$ cat config.mk
export PLATFORM = sky130hd
export DESIGN_NAME = div_reconstruct
export DESIGN_NICKNAME = d
export VERILOG_FILES = /design/src/rtl/div_pkg.sv /design/src/rtl/div_recon_step.sv /design/src/rtl/div_reconstruct.sv
export SDC_FILE = /design/constraint.sdc
export NUM_CORES = 1
export LEC_CHECK = 0
export BUFFER_PORTS_ARGS = -buffer_cell sky130_fd_sc_hd__buf_4
export CAP_MARGIN = 25
export CORE_ASPECT_RATIO = 0.75
export CORE_MARGIN = 2
export CORE_UTILIZATION = 45
export DETAILED_ROUTE_END_ITERATION = 10
export PLACE_DENSITY = 0.65
export SLEW_MARGIN = 25
export SYNTH_ARGS = -nofsm -noshare
export SYNTH_HDL_FRONTEND = slang
export SYNTH_SLANG_ARGS = --single-unit
$ cat constraint.sdc
create_clock -name clk -period 5.5 [get_ports clk]
set_input_delay 0 -clock clk [delete_from_list [all_inputs] [get_ports clk]]
set_output_delay 0 -clock clk [all_outputs]
set_load 0.02 [all_outputs]
$ cat src/rtl/div_pkg.sv
// Shared constants and FSM state type for the reconstructing divider checker.
// The state enum is also used by the divider test infrastructure.
package div_pkg;

    localparam int DIVIDEND_DEF = 16;
    localparam int DIVISOR_DEF  = 8;

    typedef enum logic [1:0] {
        IDLE = 2'd0,
        CALC = 2'd1,
        DONE = 2'd2
    } div_state_e;

endpackage

$ cat src/rtl/div_recon_step.sv
// One shift-add step: add quotient<<idx to the accumulator when divisor bit idx is set.
module div_recon_step #(
    parameter int DIVIDEND = 16,
    parameter int DIVISOR  = 8,
    parameter int IDX_W    = 4
) (
    input  logic [DIVIDEND+DIVISOR-1:0] acc,
    input  logic [DIVIDEND-1:0]         quo,
    input  logic [DIVISOR-1:0]          div,
    input  logic [IDX_W-1:0]            idx,
    output logic [DIVIDEND+DIVISOR-1:0] acc_nxt
);

    localparam int ACC_W = DIVIDEND + DIVISOR;

    logic             bit_on;
    logic [ACC_W-1:0] addend;

    always_comb begin
        bit_on  = |(div & (DIVISOR'(1) << idx));
        addend  = ACC_W'(quo) << idx;
        acc_nxt = bit_on ? (acc + addend) : acc;
    end

endmodule

$ cat src/rtl/div_reconstruct.sv
// Rebuilds dividend = quotient*divisor + remainder with a serial shift-add,
// one divisor bit per CALC cycle, behind a valid/ready handshake on both sides.
//
//  state | meaning
//  IDLE  | waiting for operands, in_ready high
//  CALC  | one shift-add step per cycle, DIVISOR cycles
//  DONE  | result held on outputs until out_ready
module div_reconstruct
    import div_pkg::*;
#(
    parameter int DIVIDEND = DIVIDEND_DEF,
    parameter int DIVISOR  = DIVISOR_DEF
) (
    input  logic                         clk,
    input  logic                         rst_n,
    input  logic                         in_valid,
    output logic                         in_ready,
    input  logic [DIVIDEND-1:0]          quotient,
    input  logic [DIVISOR-1:0]           divisor,
    input  logic [DIVISOR-1:0]           remainder,
    output logic                         out_valid,
    input  logic                         out_ready,
    output logic [DIVIDEND+DIVISOR-1:0]  dividend,
    output logic                         overflow,
    output logic                         rem_err
);

    localparam int ACC_W = DIVIDEND + DIVISOR;
    localparam int CNT_W = $clog2(DIVISOR + 1);

    div_state_e          state, state_nxt;
    logic [CNT_W-1:0]    cnt;
    logic [CNT_W-1:0]    idx;
    logic [ACC_W-1:0]    acc, acc_nxt;
    logic [DIVIDEND-1:0] q_reg;
    logic [DIVISOR-1:0]  d_reg;
    logic                rem_err_q;

    // Counter runs DIVISOR..1, so the LSB-first step index is DIVISOR-cnt.
    assign idx = CNT_W'(DIVISOR) - cnt;

    div_recon_step #(
        .DIVIDEND (DIVIDEND),
        .DIVISOR  (DIVISOR),
        .IDX_W    (CNT_W)
    ) u_step (
        .acc     (acc),
        .quo     (q_reg),
        .div     (d_reg),
        .idx     (idx),
        .acc_nxt (acc_nxt)
    );

    always_ff @(posedge clk) begin
        if (!rst_n) begin
            state     <= IDLE;
            cnt       <= '0;
            acc       <= '0;
            q_reg     <= '0;
            d_reg     <= '0;
            rem_err_q <= 1'b0;
        end else begin
            state <= state_nxt;
            case (state)
                IDLE: begin
                    if (in_valid) begin
                        q_reg     <= quotient;
                        d_reg     <= divisor;
                        acc       <= ACC_W'(remainder);
                        cnt       <= CNT_W'(DIVISOR);
                        rem_err_q <= (remainder >= divisor);
                    end
                end
                CALC: begin
                    acc <= acc_nxt;
                    cnt <= cnt - CNT_W'(1);
                end
                default: ;
            endcase
        end
    end

    always_comb begin
        state_nxt = state;
        case (state)
            IDLE: if (in_valid)              state_nxt = CALC;
            CALC: if (cnt == CNT_W'(1))      state_nxt = DONE;
            DONE: if (out_ready)             state_nxt = IDLE;
            default:                         state_nxt = IDLE;
        endcase
    end

    // Outputs are forced low while reset is asserted, not just after the reset edge.
    always_comb begin
        in_ready  = rst_n && (state == IDLE);
        out_valid = rst_n && (state == DONE);
        dividend  = rst_n ? acc : '0;
        overflow  = rst_n && (|acc[ACC_W-1:DIVIDEND]);
        rem_err   = rst_n && rem_err_q;
    end

endmodule

-- Word-level counts from Yosys, hierarchy flattened
Index checks and enable logic that the tools add are counted.
- flip-flop bits (word level): 55
- latch bits: 0
- RAM bits: 0
- memory bits (read-only): 0
- output and inout bits: 28
- memories: 0
- add/sub/neg operators: 3
- $mul: 0
- div/mod/pow operators: 0
- magnitude comparators: 1
- equal/unequal tests: 7
- shift operators: 2
- muxes and demuxes: 10
- bitwise operators: 1
- reductions and logical operators: 12
- operators with widths (operator ; number):
    24-bit 2-to-1 mux ; 3
    24-bit one-hot mux with 2 select lines ; 1
    24-bit adder ; 1
    16-bit by 4-bit << shifter with 24-bit output ; 1
    8-bit OR reduction ; 2
    8-bit AND ; 1
    8-bit >= comparator ; 1
    4-bit one-hot mux with 2 select lines ; 1
    1-bit by 4-bit << shifter with 8-bit output (first input constant) ; 1
    2-bit 2-to-1 mux ; 3
    2-bit != test (second input constant) ; 3
    2-bit one-hot mux with 3 select lines ; 1
    3-bit AND reduction ; 2
    4-bit by 1-bit == test with 1-bit output (second input constant) ; 1
    1-bit logical AND ; 4
    4-bit 2-to-1 mux ; 1
    2-bit AND reduction ; 2
    4-bit by 1-bit subtractor with 4-bit output (second input constant) ; 1
    4-bit subtractor (first input constant) ; 1
    2-bit by 1-bit == test with 1-bit output (second input constant) ; 1
    2-bit == test (second input constant) ; 1
    2-bit logical NOT ; 1
    2-bit by 1-bit != test with 1-bit output (second input constant) ; 1
    2-bit nonzero test ; 1

-- Depth between registers and ports, before layout
Gate-level depths: netlist (run 1).
- depth in word-level cells: 6
- gate-level depth with buffers: 21
- gate-level depth less buffers: 17

-- Cells and area by module
A second synthesis (run 1) with hierarchy kept.
- cells, all modules: 682
- area total of the unflattened synthesis: 4949.7 um^2
- by module, submodules not included (module ; times used ; cells each ; area each (um^2) ; sequential area each (um^2)):
    div_recon_step ; 1 ; 369 ; 2474.9 ; 0.0
    div_reconstruct ; 1 ; 313 ; 2474.9 ; 1101.1

-- Least setup slack after synthesis (run 1)
OpenSTA, ideal clock, no wires.
- kind: flip-flop to flip-flop
- start: register cnt[0]
- end: register acc[22]
- setup time: 120 ps
- data arrival time: 4182 ps
- data required time: 5380 ps
- path slack: 1198 ps
- cell stages (with the launch flop): 19
- clock period less this slack: 4302 ps
- path through: dfxtp_1 buf_2 inv_1 clkbuf_1 ha_1 clkbuf_1 buf_2 clkbuf_1 inv_1 a31oi_1 nor2_1 ha_1 nor2b_4 o211a_1 or3_4 a211oi_4 o31ai_2 and4_4 a211o_1
- longest elaborated chain between the ends: 6
- ends and longest elaborated chain (what ; RTL line ; source):
    start, declared ; div_reconstruct.sv:32 ; logic [CNT_W-1:0] cnt;
    start signal, assigned ; div_reconstruct.sv:70 ; cnt <= CNT_W'(DIVISOR);
    start signal, assigned ; div_reconstruct.sv:76 ; cnt <= cnt - CNT_W'(1);
    4-bit subtractor * ; div_reconstruct.sv:40 ; assign idx = CNT_W'(DIVISOR) - cnt;
    branches (longest 5 deep; another with 24-bit adder) ; - ;
    end signal, assigned ; div_reconstruct.sv:69 ; acc <= ACC_W'(remainder);
    end signal, assigned ; div_reconstruct.sv:75 ; acc <= acc_nxt;
    end, declared ; div_reconstruct.sv:34 ; logic [ACC_W-1:0] acc, acc_nxt;
Every way passes the cells marked *. The select of a mux whose other input is x is not followed.
A chain may end at the register's enable or synchronous reset.

-- Worst setup path after layout (run 1)
- start: register cnt[1]
- end: register acc[22]
Same word-level chain as after synthesis.

==> out/metrics.yaml, run 1 <==
run_status:
  result_of_the_run: "complete, no violations"
logic_synthesis:
  synth_seq_cells: 55
  yosys_most_used_dff: "dfxtp_1"
  syn-mean-instance-area_um2: 7.16
  synth_top_cell_area_share_pct: 25.2
  synth-warning-count: 0
  asyncSetResetFlopFracSynth_pct: 0
  post_synth_edffs: 0
  synthesis.instances: 610
  synth_area_leader_cell: "dfxtp_1"
  synth_sequential_area_ratio_pct: 25.2
  synth_nets: 684
  synth_area_um2: 4370
  synth_top_cells_by_area: "dfxtp_1 25%, ha_1 11%, nand2_1 9.5%"
  synth_cell_types: 51
cts:
  clock_sinks: 55
  cts.clk_slew.worst_paths_ps: 80
  clock_tree.root_cell: "clkbuf_16"
  cts.path.max_buffers: 2
  clock_latency_ps: 300
  cts_max_level: 2
  postCtsSetupRepairBufs: 0
  tritoncts: "built"
  numCtsBuffers: 5
worst_setup_path:
  critical_path_class: "reg2reg"
  worst_path_dominant_cell_family: "compound AO/OA/AOI/OAI gates"
  crit_required_ps: 5700
  critPathMaxFanout: 18
  slowest_stage: "ha_1"
  timing.critical_path.cells: "inv_1 -> ha_1 -> buf_4 -> mux2_2 -> o21ai_0 -> nor2_1 -> a21oi_1 -> o21ai_0 -> ha_1 -> a21o_1 -> a311oi_1 -> nor2_1 -> a211oi_4 -> o31ai_2 -> and4_4 -> a211o_1"
  cp_slowest_stage_delay_ps: 490
  arrival_ps: 4520
  start_kind: "flip-flop"
  critical_path.n_buffers_inverters: 2
  endpoint_kind: "flip-flop"
die:
  floorplan.initialDensity_pct: 45.8
  die_h_um: 89.3
  floorplan.rows: 31
  number_of_top_level_pins: 64
  fp.coreArea_um2: 9540
  die_width_um: 118
  dieArea_um2: 10500
finish:
  largest_register_ffs: 24
  finalCoreUtilization_pct: 56.3
  area.growth.synth_to_final_pct: 23.0
  finish.net_count: 749
  drive_gt1_share_pct: 14.2
  insertedDiodeCount: 0
timing:
  timing_limited_maximum_frequency_mhz: 231
  worst-slew-pin-transition_ps: 991
  setup-tns-final_ps: 0
  finClkSkew_ps: 5.76
  slew_viol_final: 0
  max_slew_margin_pct: 33.9
  grt_setup_unrepaired: "no"
  final-hold-violation-count: 0
  timing.final.crit_period_ps: 4320
  post-route-period-util_pct: 78.6
  final-setup-viol-count: 0
  finalWorstSetupSlack_ps: 1180
grt:
  grt_pass1_wl_mm: 20.9
  number_of_antenna_violations_at_the_first_check_in_global_routing: 0
  grt_max_degree: 38
  globalRouteOverflowTotal: 0
  grt_util_all_layers_pct: 24.6
  first_global_vias: 4254
job:
  max_cap_violations: 0
routing:
  detail_route.wirelength_mm: 12.6
  routed-via-count: 4530
  drt-pass1-iter-count: 5
  dr.first_iter.drc_count: 296
  number_of_drc_violations_after_detailed_routing: 0
  routed_wirelength_normalized_by_instance_count_um: 15.5
  detail_route.vias_per_cell: 5.61
  drt.antenna.violating_nets: 0
place:
  dp_worst_setup_slack_ps: 1260
  port_buffers: 63
  globalplace.congestion: 0.928
  dp_hpwl_mm: 9.37
power:
  power_density_nw_per_um2: 281
  p_leak_nw: 2.40
  vdd.ir_drop.worst_uv: 145
hold_path:
  hp-class: "in2reg"
stage by stage:
step	area (µm²)	cells	hold slack [ps]	power (mW)
3_3_place_gp	4910	774	247	1.06
3_5_place_dp	4910	774	258	1.07
2_1_floorplan	4370	610	136	0.907
5_1_grt	5370	808	6.23	1.60
6_report	5370	808	13.0	1.51
4_1_cts	5350	807	1.57	1.50
placed cells by master, fill, tap and decap left out, types with 10 or more instances in the layout:
| cell type | Yosys | layout |
|---|---|---|
| nor2_1 | 56 | 56 |
| xnor2_1 | 11 | 11 |
| mux2i_1 | 13 | 13 |
| inv_1 | 29 | 29 |
| ha_1 | 37 | 37 |
| xor2_1 | 11 | 11 |
| dlygate4sd3_1 | 0 | 25 |
| buf_4 | 0 | 70 |
| o21ai_0 | 39 | 39 |
| nand3_1 | 10 | 10 |
| dfxtp_1 | 55 | 55 |
| a21oi_1 | 74 | 74 |
| and2_1 | 18 | 18 |
| nand2_1 | 110 | 110 |
cell usage after synthesis, types with 5 or more instances:
master and number:
a211oi_1 8, a21o_1 7, a21oi_1 74, a22oi_1 6, a31oi_1 5, and2_1 18, buf_1 5, clkbuf_1 29
dfxtp_1 55, ha_1 37, inv_1 29, mux2_2 6, mux2i_1 13, nand2_1 110, nand3_1 10, nand4_1 9
nor2_1 56, o211ai_1 8, o21ai_0 39, o22ai_1 7, o31ai_1 5, xnor2_1 11, xor2_1 11
worst register-to-register path: cells and delay by family (launching register included):
family	cells	cell delay, ps
buffers and inverters	2	420
AND/OR/NAND/NOR	3	390
multiplexers	1	370
adder cells (fa/ha/maj)	2	890
AO/OA/AOI/OAI	8	1710
flip-flops	1	420
repair_timing:
action | 4_1_cts | 5_1_grt
resized for setup | 0 | 0
hold buffers | 25 | 0
hold endpoints to repair | 25 | 0
layout make-up:
class,instances,area (µm²)
multi-input combinational,488,3010
inverter,29,109
clock buffer,5,125
tap,132,165
timing repair buffer,96,791
fill,921,4170
clock inverter,3,67.6
sequential,55,1100
logic make-up (layout without fill, tap and decap cells):
| family | after synthesis | count (layout) | share of synthesized area (%) |
|---|---|---|---|
| xor gates and xnor gates | 22 | 22 | 4.41 |
| adders and majority gates | 38 | 38 | 11.1 |
| DFF | 55 | 55 | 25.2 |
| buffers and inverters | 67 | 133 | 5.87 |
| muxes | 20 | 20 | 5.04 |
| AOI/OAI and AO/OA | 180 | 180 | 25.0 |
| and+or+nand+nor | 228 | 228 | 23.4 |
path summary, 6_finish.rpt:
| path | from | to | slack [ps] | cells past startpoint |
|---|---|---|---|---|
| hold reg to reg | d_reg[6]$_SDFFE_PN0P_ | d_reg[6]$_SDFFE_PN0P_ | 460 | 2 |
| setup / recovery | cnt[1]$_SDFFE_PN0P_ | acc[22]$_SDFFE_PN0P_ | 1180 | 16 |
| setup reg to reg | cnt[1]$_SDFFE_PN0P_ | acc[22]$_SDFFE_PN0P_ | 1180 | 16 |
| hold / removal | remainder[2] | acc[2]$_SDFFE_PN0P_ | 10 | 3 |
per-layer routing:
metal  share of wire [%]  track usage (%)
met1                  49             32.5
met2                  43             41.3
met3                 6.1             5.17
met4                 1.7             6.79
met5                   0                0
where the power goes:
group | leakage, nW | internal (mW) | switching [mW]
combinational | 1.86 | 0.243 | 0.391
clock | 0.0900 | 0.261 | 0.161
sequential | 0.450 | 0.425 | 0.0248
No activity file was read; power rests on OpenSTA's default activity.
==> inputs of run 2 (changes only) <==
Settings changed: ABC_AREA from default to 1, PLACE_DENSITY 0.65 to 0.67.
Clock period 5.5 ns to 3.6 ns, I/O delays scaled along.
==> run 2 against run 1 <==
Compared with the run above: via count rose by 19%; maximum frequency rose by 29%; highest routed layer unchanged; register-to-register slack got worse by 940 ps; wire length rose by 16%; critical path type unchanged; first-iteration DRC count rose by 65%; clock skew rose by 1.4 ps; sequential share of layout area fell by 2.1 points; die area rose by 13%; critical endpoint is now acc[23]$_SDFFE_PN0P_; design area rose by 11%; global-route usage rose by 0.26 points; total power rose by 71%.
==> out/metrics.yaml, run 2 <==
logic_synthesis:
  asyncSetResetFlopFracSynth_pct: 0  # unchanged
  syn-mean-instance-area_um2: 5.71  # -20%
  yosys_most_used_dff: "dfxtp_1"
  synth_nets: 943  # +38%
  netlist_top_cells_count: "323 x nand2_1, 117 x inv_1, 92 x nor2_1"
  synth_cell_types: 39  # -24%
  synth-warning-count: 0  # unchanged
  synth_sequential_area_ratio_pct: 22.2  # -3.0 points
  synth_area_leader_cell: "nand2_1"
  synth_area_um2: 4960  # +14%
  post_synth_edffs: 0  # unchanged
  yosys.cell_count.top_type: "nand2_1"
  synthesis.instances: 869  # +42%
  synth_seq_cells: 55  # unchanged
  synth_top_cells_by_area: "nand2_1 24%, dfxtp_1 22%, ha_1 9.3%"
  synth_top_cell_area_share_pct: 24.4  # -0.79 points
power:
  post-layout-total-power_mw: 2.58  # +71%
  vdd.ir_drop.worst_uv: 245  # +68%
  power_density_nw_per_um2: 431  # +54%
  p_leak_nw: 3.27  # +36%
hold_path:
  hp-class: "in2reg"
  min_from: "quotient[13]"
  whs_endpoint: "q_reg[13]$_SDFFE_PN0P_"
  hold-path-cell-count: 3  # unchanged
die:
  die_width_um: 125  # +6.4%
  dieArea_um2: 11900  # +13%
  number_of_top_level_pins: 64  # unchanged
  die_h_um: 95.0  # +6.3%
  fp.coreArea_um2: 10800  # +13%
  floorplan.initialDensity_pct: 45.9  # +0.12 points
  floorplan.rows: 33  # +6.5%
worst_setup_path:
  crit_required_ps: 3800  # -1900 ps
  start_kind: "flip-flop"
  critPathMaxFanout: 15  # -3
  timing.rr.start: "cnt[1]$_SDFFE_PN0P_"
  endpoint_kind: "flip-flop"
  critical_path_class: "reg2reg"
  register_to_register_path_depth: 17  # +1
  arrival_ps: 3560  # -960 ps
  rrSetupSlack_ps: 240  # -940 ps
  worst_r2r_endpoint: "acc[23]$_SDFFE_PN0P_"
  critical_path.startpoint: "cnt[1]$_SDFFE_PN0P_"
grt:
  grt_max_degree: 57  # +50%
  grt_pass1_wl_mm: 23.7  # +13%
  first_global_vias: 4749  # +12%
  globalRouteOverflowTotal: 0  # unchanged
  number_of_antenna_violations_at_the_first_check_in_global_routing: 0  # unchanged
  grt_util_all_layers_pct: 24.8  # +0.26 points
cts:
  cts_max_level: 2  # unchanged
  clock_tree.root_cell: "clkbuf_16"
  tritoncts: "built"
  clock_sinks: 55  # unchanged
  numCtsBuffers: 5  # unchanged
  clock_latency_ps: 300  # about the same
  cts.path.max_buffers: 2  # unchanged
  cts.clk_slew.worst_paths_ps: 80  # about the same
  postCtsSetupRepairBufs: 0  # unchanged
timing:
  final-setup-viol-count: 0  # unchanged
  timing_limited_maximum_frequency_mhz: 298  # +29%
  max_slew_margin_pct: 60.9  # +27 points
  post-route-period-util_pct: 93.3  # +15 points
  slew_viol_final: 0  # unchanged
  finClkSkew_ps: 7.18  # +1.42 ps
  worst-slew-pin-transition_ps: 585  # -406 ps
  final-hold-violation-count: 0  # unchanged
  fin_worst_hold_slack_ps: 43.8  # +30.8 ps
  timing.final.crit_period_ps: 3360  # -963 ps
finish:
  final_cell_mix: "323 x nand2_1, 117 x inv_1, 92 x nor2_1"
  area.growth.synth_to_final_pct: 20.3
  multiInputGateArea_um2: 3290  # +9.4%
  mostFrequentLayoutCell: "nand2_1"
  n_fill_cell: 1157  # +26%
  finish.net_count: 1020  # +36%
  insertedDiodeCount: 0  # unchanged
  sequential_cell_area_um2: 1100  # unchanged
  finalCoreUtilization_pct: 55.2  # -1.1 points
  drive_gt1_share_pct: 10.7  # -3.5 points
  largest_register_ffs: 24  # unchanged
routing:
  detail_route.wirelength_mm: 14.5  # +16%
  routed_wirelength_normalized_by_instance_count_um: 13.4  # -14%
  drt-pass1-iter-count: 5  # unchanged
  routed-via-count: 5389  # +19%
  drt.antenna.violating_nets: 0  # unchanged
  dr.first_iter.drc_count: 487  # +65%
  detail_route.vias_per_cell: 4.96  # -12%
  number_of_drc_violations_after_detailed_routing: 0  # unchanged
place:
  globalplace.congestion: 0.942  # +1.4%
  port_buffers: 63  # unchanged
  dp_hpwl_mm: 11.4  # +21%
job:
  max_cap_violations: 0  # unchanged
run_status:
  result_of_the_run: "complete, no violations"
## run 2: cell types whose count changed after synthesis, moves of 8 or more
cell | previous run | this run
a21oi_1 | 74 | 37
and2_1 | 18 | 3
clkbuf_1 | 29 | 12
inv_1 | 29 | 117
mux2i_1 | 13 | 1
nand2_1 | 110 | 323
nand3_1 | 10 | 53
nor2_1 | 56 | 92
o211ai_1 | 8 | 0
o21ai_0 | 39 | 68
xnor2_1 | 11 | 2
xor2_1 | 11 | 1
## run 2: power by group
part / total, mW / switching (mW) / internal [mW]
combinational: 1.35 / 0.884 / 0.469
sequential: 0.714 / 0.0465 / 0.667
clock: 0.509 / 0.248 / 0.261
total: 2.58 / 1.18 / 1.40
## run 2: cell families after synthesis
family / synth area share, %
AND/OR/NAND/NOR: 40.9
buffers and inverters: 11.9
AO/OA/AOI/OAI: 14.1
flip-flops: 22.2
adder cells (fa/ha/maj): 9.73
XOR/XNOR: 1.08
multiplexers: 0.202
## run 2: worst max-delay path by stage
stage | end | cells after the start
final | acc[23]$_SDFFE_PN0P_ | 17
after global routing | acc[18]$_SDFFE_PN0P_ | 21
after CTS | acc[18]$_SDFFE_PN0P_ | 21
after detailed placement | acc[18]$_SDFFE_PN0P_ | 21
after global placement | acc[18]$_SDFFE_PN0P_ | 21
after floorplan | acc[8]$_SDFFE_PN0P_ | 22
## run 2: timing repair
action / CTS / global route
endpoints found under the hold margin: 24 / 0
endpoints found under the setup margin: 0 / 15
gates resized for setup: 0 / 6
hold buffers: 24 / 0
## run 2: layer usage
| metal | vias up | share of wire, % | global-route usage [%] |
|---|---|---|---|
| met3 | 12 | 7.1 | 3.34 |
| met5 | - | 0 | 0 |
| met1 | 2312 | 53 | 37.5 |
| met2 | 179 | 39 | 37.8 |
| li1 | 2886 | - | - |
| met4 | 0 | 1.0 | 4.72 |
## run 2: layout make-up
class | instances | area share, %
multi-input cells | 665 | 55.2
flip-flops and latches | 55 | 18.4
repair buffers | 96 | 13.1
inverters | 122 | 7.77
well taps | 140 | 2.93
clock buffers | 5 | 2.10
clock inverters | 3 | 0.419
repair inverters | 1 | 0.0838
## run 2: critical path: stages, from the launching register on
cell	delay [ps]
dfxtp_1	340
inv_1	210
ha_4	270
buf_4	190
o21ai_0	320
o21ai_0	240
nand2_1	110
o21ai_0	130
ha_1	440
nand2_1	160
nor2_1	270
nand2_1	110
nor2_1	100
nand2_1	80
nand3_1	100
nand2_1	50
nand3_1	100
nand2_1	50
## run 2: metrics by stage
stage                     setup TNS (ps)  worst slack [ps]  instance area (µm²)  std cells
after floorplan                        0               368                 4960        869
after global placement                 0               223                 5550       1054
after detailed placement               0               154                 5550       1054
after CTS                              0               134                 5940       1086
after global routing               -10.9             -10.9                 5970       1087
final                                  0               241                 5970       1087
==> inputs of run 3 (changes only) <==
Settings changed: RECOVER_POWER from default to 100.
==> run 3 against run 2 <==
Compared with the run above: the flow now finishes with violations (capacitance limit, slew limit); maximum frequency is 1.3% lower; sequential power hardly changed; critical path type unchanged; largest cell class unchanged; total power is 0.12% lower; die area stayed put.
==> out/metrics.yaml, run 3 (synthesis gave the netlist of run 2 again) <==
timing:
  timing.final.crit_period_ps: 3400  # +44.0 ps
  slew_viol_final: 57  # +57
  worst-slew-pin-transition_ps: 2350  # +1760 ps
  max_slew_margin_pct: -56.5  # -120 points
  finClkSkew_ps: 7.53  # +0.352 ps
  post-route-period-util_pct: 94.5  # +1.2 points
  timing_limited_maximum_frequency_mhz: 294  # -1.3%
  finalWorstSetupSlack_ps: 197  # -44.0 ps
  final-setup-viol-count: 0  # unchanged
  final-hold-violation-count: 0  # unchanged
grt:
  first_global_vias: 4749  # unchanged
  grt_max_degree: 57  # unchanged
  grt_pass1_wl_mm: 23.7  # unchanged
  grt_util_all_layers_pct: 24.8  # unchanged
  number_of_antenna_violations_at_the_first_check_in_global_routing: 0  # unchanged
  globalRouteOverflowTotal: 0  # unchanged
worst_setup_path:
  start_kind: "flip-flop"
  critical_path_class: "reg2reg"
  critPathMaxFanout: 15  # unchanged
  timing.rr.start: "cnt[1]$_SDFFE_PN0P_"
  arrival_ps: 3610  # +50 ps
  critical_path.startpoint: "cnt[1]$_SDFFE_PN0P_"
  crit_required_ps: 3800  # about the same
  endpoint_kind: "flip-flop"
place:
  globalplace.congestion: 0.942  # unchanged
  dp_hpwl_mm: 11.4  # unchanged
  port_buffers: 63  # unchanged
  dp_worst_setup_slack_ps: 154  # unchanged
die:
  die_h_um: 95.0  # unchanged
  number_of_top_level_pins: 64  # unchanged
  dieArea_um2: 11900  # unchanged
  floorplan.initialDensity_pct: 45.9  # unchanged
  floorplan.rows: 33  # unchanged
  fp.coreArea_um2: 10800  # unchanged
  die_width_um: 125  # unchanged
finish:
  area.growth.synth_to_final_pct: 17.6
  finalCoreUtilization_pct: 54.0  # -1.2 points
  mostFrequentLayoutCell: "nand2_1"
  final_cell_mix: "324 x nand2_1, 118 x inv_1, 93 x nor2_1"
  finish.net_count: 1020  # unchanged
  drive_gt1_share_pct: 7.07  # -3.6 points
  insertedDiodeCount: 0  # unchanged
  largest_register_ffs: 24  # unchanged
cts:
  cts.clk_slew.worst_paths_ps: 80  # about the same
  clock_sinks: 55  # unchanged
  clock_tree.root_cell: "clkbuf_16"
  numCtsBuffers: 5  # unchanged
  clock_latency_ps: 310  # about the same
  cts.path.max_buffers: 2  # unchanged
  tritoncts: "built"
  cts_max_level: 2  # unchanged
routing:
  drt.antenna.violating_nets: 0  # unchanged
  dr.first_iter.drc_count: 466  # -4.3%
  detail_route.wirelength_mm: 14.6  # +0.78%
  routed-via-count: 5422  # +0.61%
  number_of_drc_violations_after_detailed_routing: 0  # unchanged
  detail_route.vias_per_cell: 4.99  # +0.61%
  routed_wirelength_normalized_by_instance_count_um: 13.5  # +0.78%
  drt-pass1-iter-count: 5  # unchanged
power:
  power_density_nw_per_um2: 441  # +2.1%
  p_leak_nw: 3.14  # -3.9%
  vdd.ir_drop.worst_uv: 247  # +0.88%
  post-layout-total-power_mw: 2.57  # -0.12%
job:
  max_cap_violations: 1  # +1
hold_path:
  hp-class: "in2reg"
  min_from: "quotient[13]"
run_status:
  failed_checks: "capacitance limit, slew limit"
  result_of_the_run: "complete, but fails checks"
run 3: cell count changes in the layout (fill, tap and decap cells not counted):
| cell | before | now |
|---|---|---|
| buf_4 | 72 | 41 |
| clkbuf_1 | 0 | 31 |
| inv_2 | 1 | 0 |
| nand2_4 | 1 | 0 |
| nor2_4 | 2 | 1 |
| nor2_1 | 92 | 93 |
| inv_1 | 117 | 118 |
| nand2_1 | 323 | 324 |
run 3: path summary, 6_finish.rpt:
kind | end | slack [ps] | depth (start not counted)
max | acc[23]$_SDFFE_PN0P_ | 200 | 17
max reg2reg | acc[23]$_SDFFE_PN0P_ | 200 | 17
min | q_reg[13]$_SDFFE_PN0P_ | 40 | 3
min reg2reg | rem_err_q$_SDFFE_PN0P_ | 480 | 2
run 3: stage by stage:
| stage | area, µm² | std cells | setup TNS [ps] | hold slack, ps |
|---|---|---|---|---|
| after floorplan | 4960 | 869 | 0 | 154 |
| after global placement | 5550 | 1054 | 0 | 254 |
| after detailed placement | 5550 | 1054 | 0 | 256 |
| after CTS | 5940 | 1086 | 0 | 52.2 |
| after global routing | 5840 | 1087 | -11.2 | 50.9 |
| final | 5840 | 1087 | 0 | 42.4 |
run 3: layout make-up:
class                           instances  area, µm²
Inverter                              122        464
Fill cell                            1190       4980
Tap cell                              140        175
Clock buffer                            5        125
Clock inverter                          3       25.0
Sequential cell                        55       1100
Timing Repair inverter                  1       5.00
Timing Repair Buffer                   96        664
Multi-Input combinational cell        665       3280
run 3: what timing repair did:
| item | 4_1_cts | 5_1_grt |
|---|---|---|
| hold buffers | 24 | 0 |
| endpoints found under the setup margin | 0 | 15 |
| setup buffers | 0 | 0 |
| hold endpoints to repair | 24 | 0 |
| gates resized for setup | 0 | 6 |
run 3: power breakdown:
group | switching, mW | internal [mW] | leakage (nW) | total [mW]
logic | 0.890 | 0.455 | 2.62 | 1.34
registers | 0.0458 | 0.667 | 0.452 | 0.713
clock network | 0.254 | 0.261 | 0.0700 | 0.515
total | 1.19 | 1.38 | 3.14 | 2.57
run 3: metal layers:
layer	GRT usage (%)	vias to the layer above	routed length [µm]
met4	4.72	0	148
met2	37.8	185	5770
met1	37.5	2340	7670
met5	0	-	0
met3	3.34	12	1060
li1	-	2885	-
run 3: worst max-delay path, cell delays in order (launching register included):
cell     delay, ps
dfxtp_1        340
inv_1          210
ha_4           270
buf_4          190
o21ai_0        330
o21ai_0        260
nand2_1        120
o21ai_0        130
ha_1           430
nand2_1        150
nor2_1         270
nand2_1        120
nor2_1         110
nand2_1         80
nand3_1        100
nand2_1         50
nand3_1        100
nand2_1         50
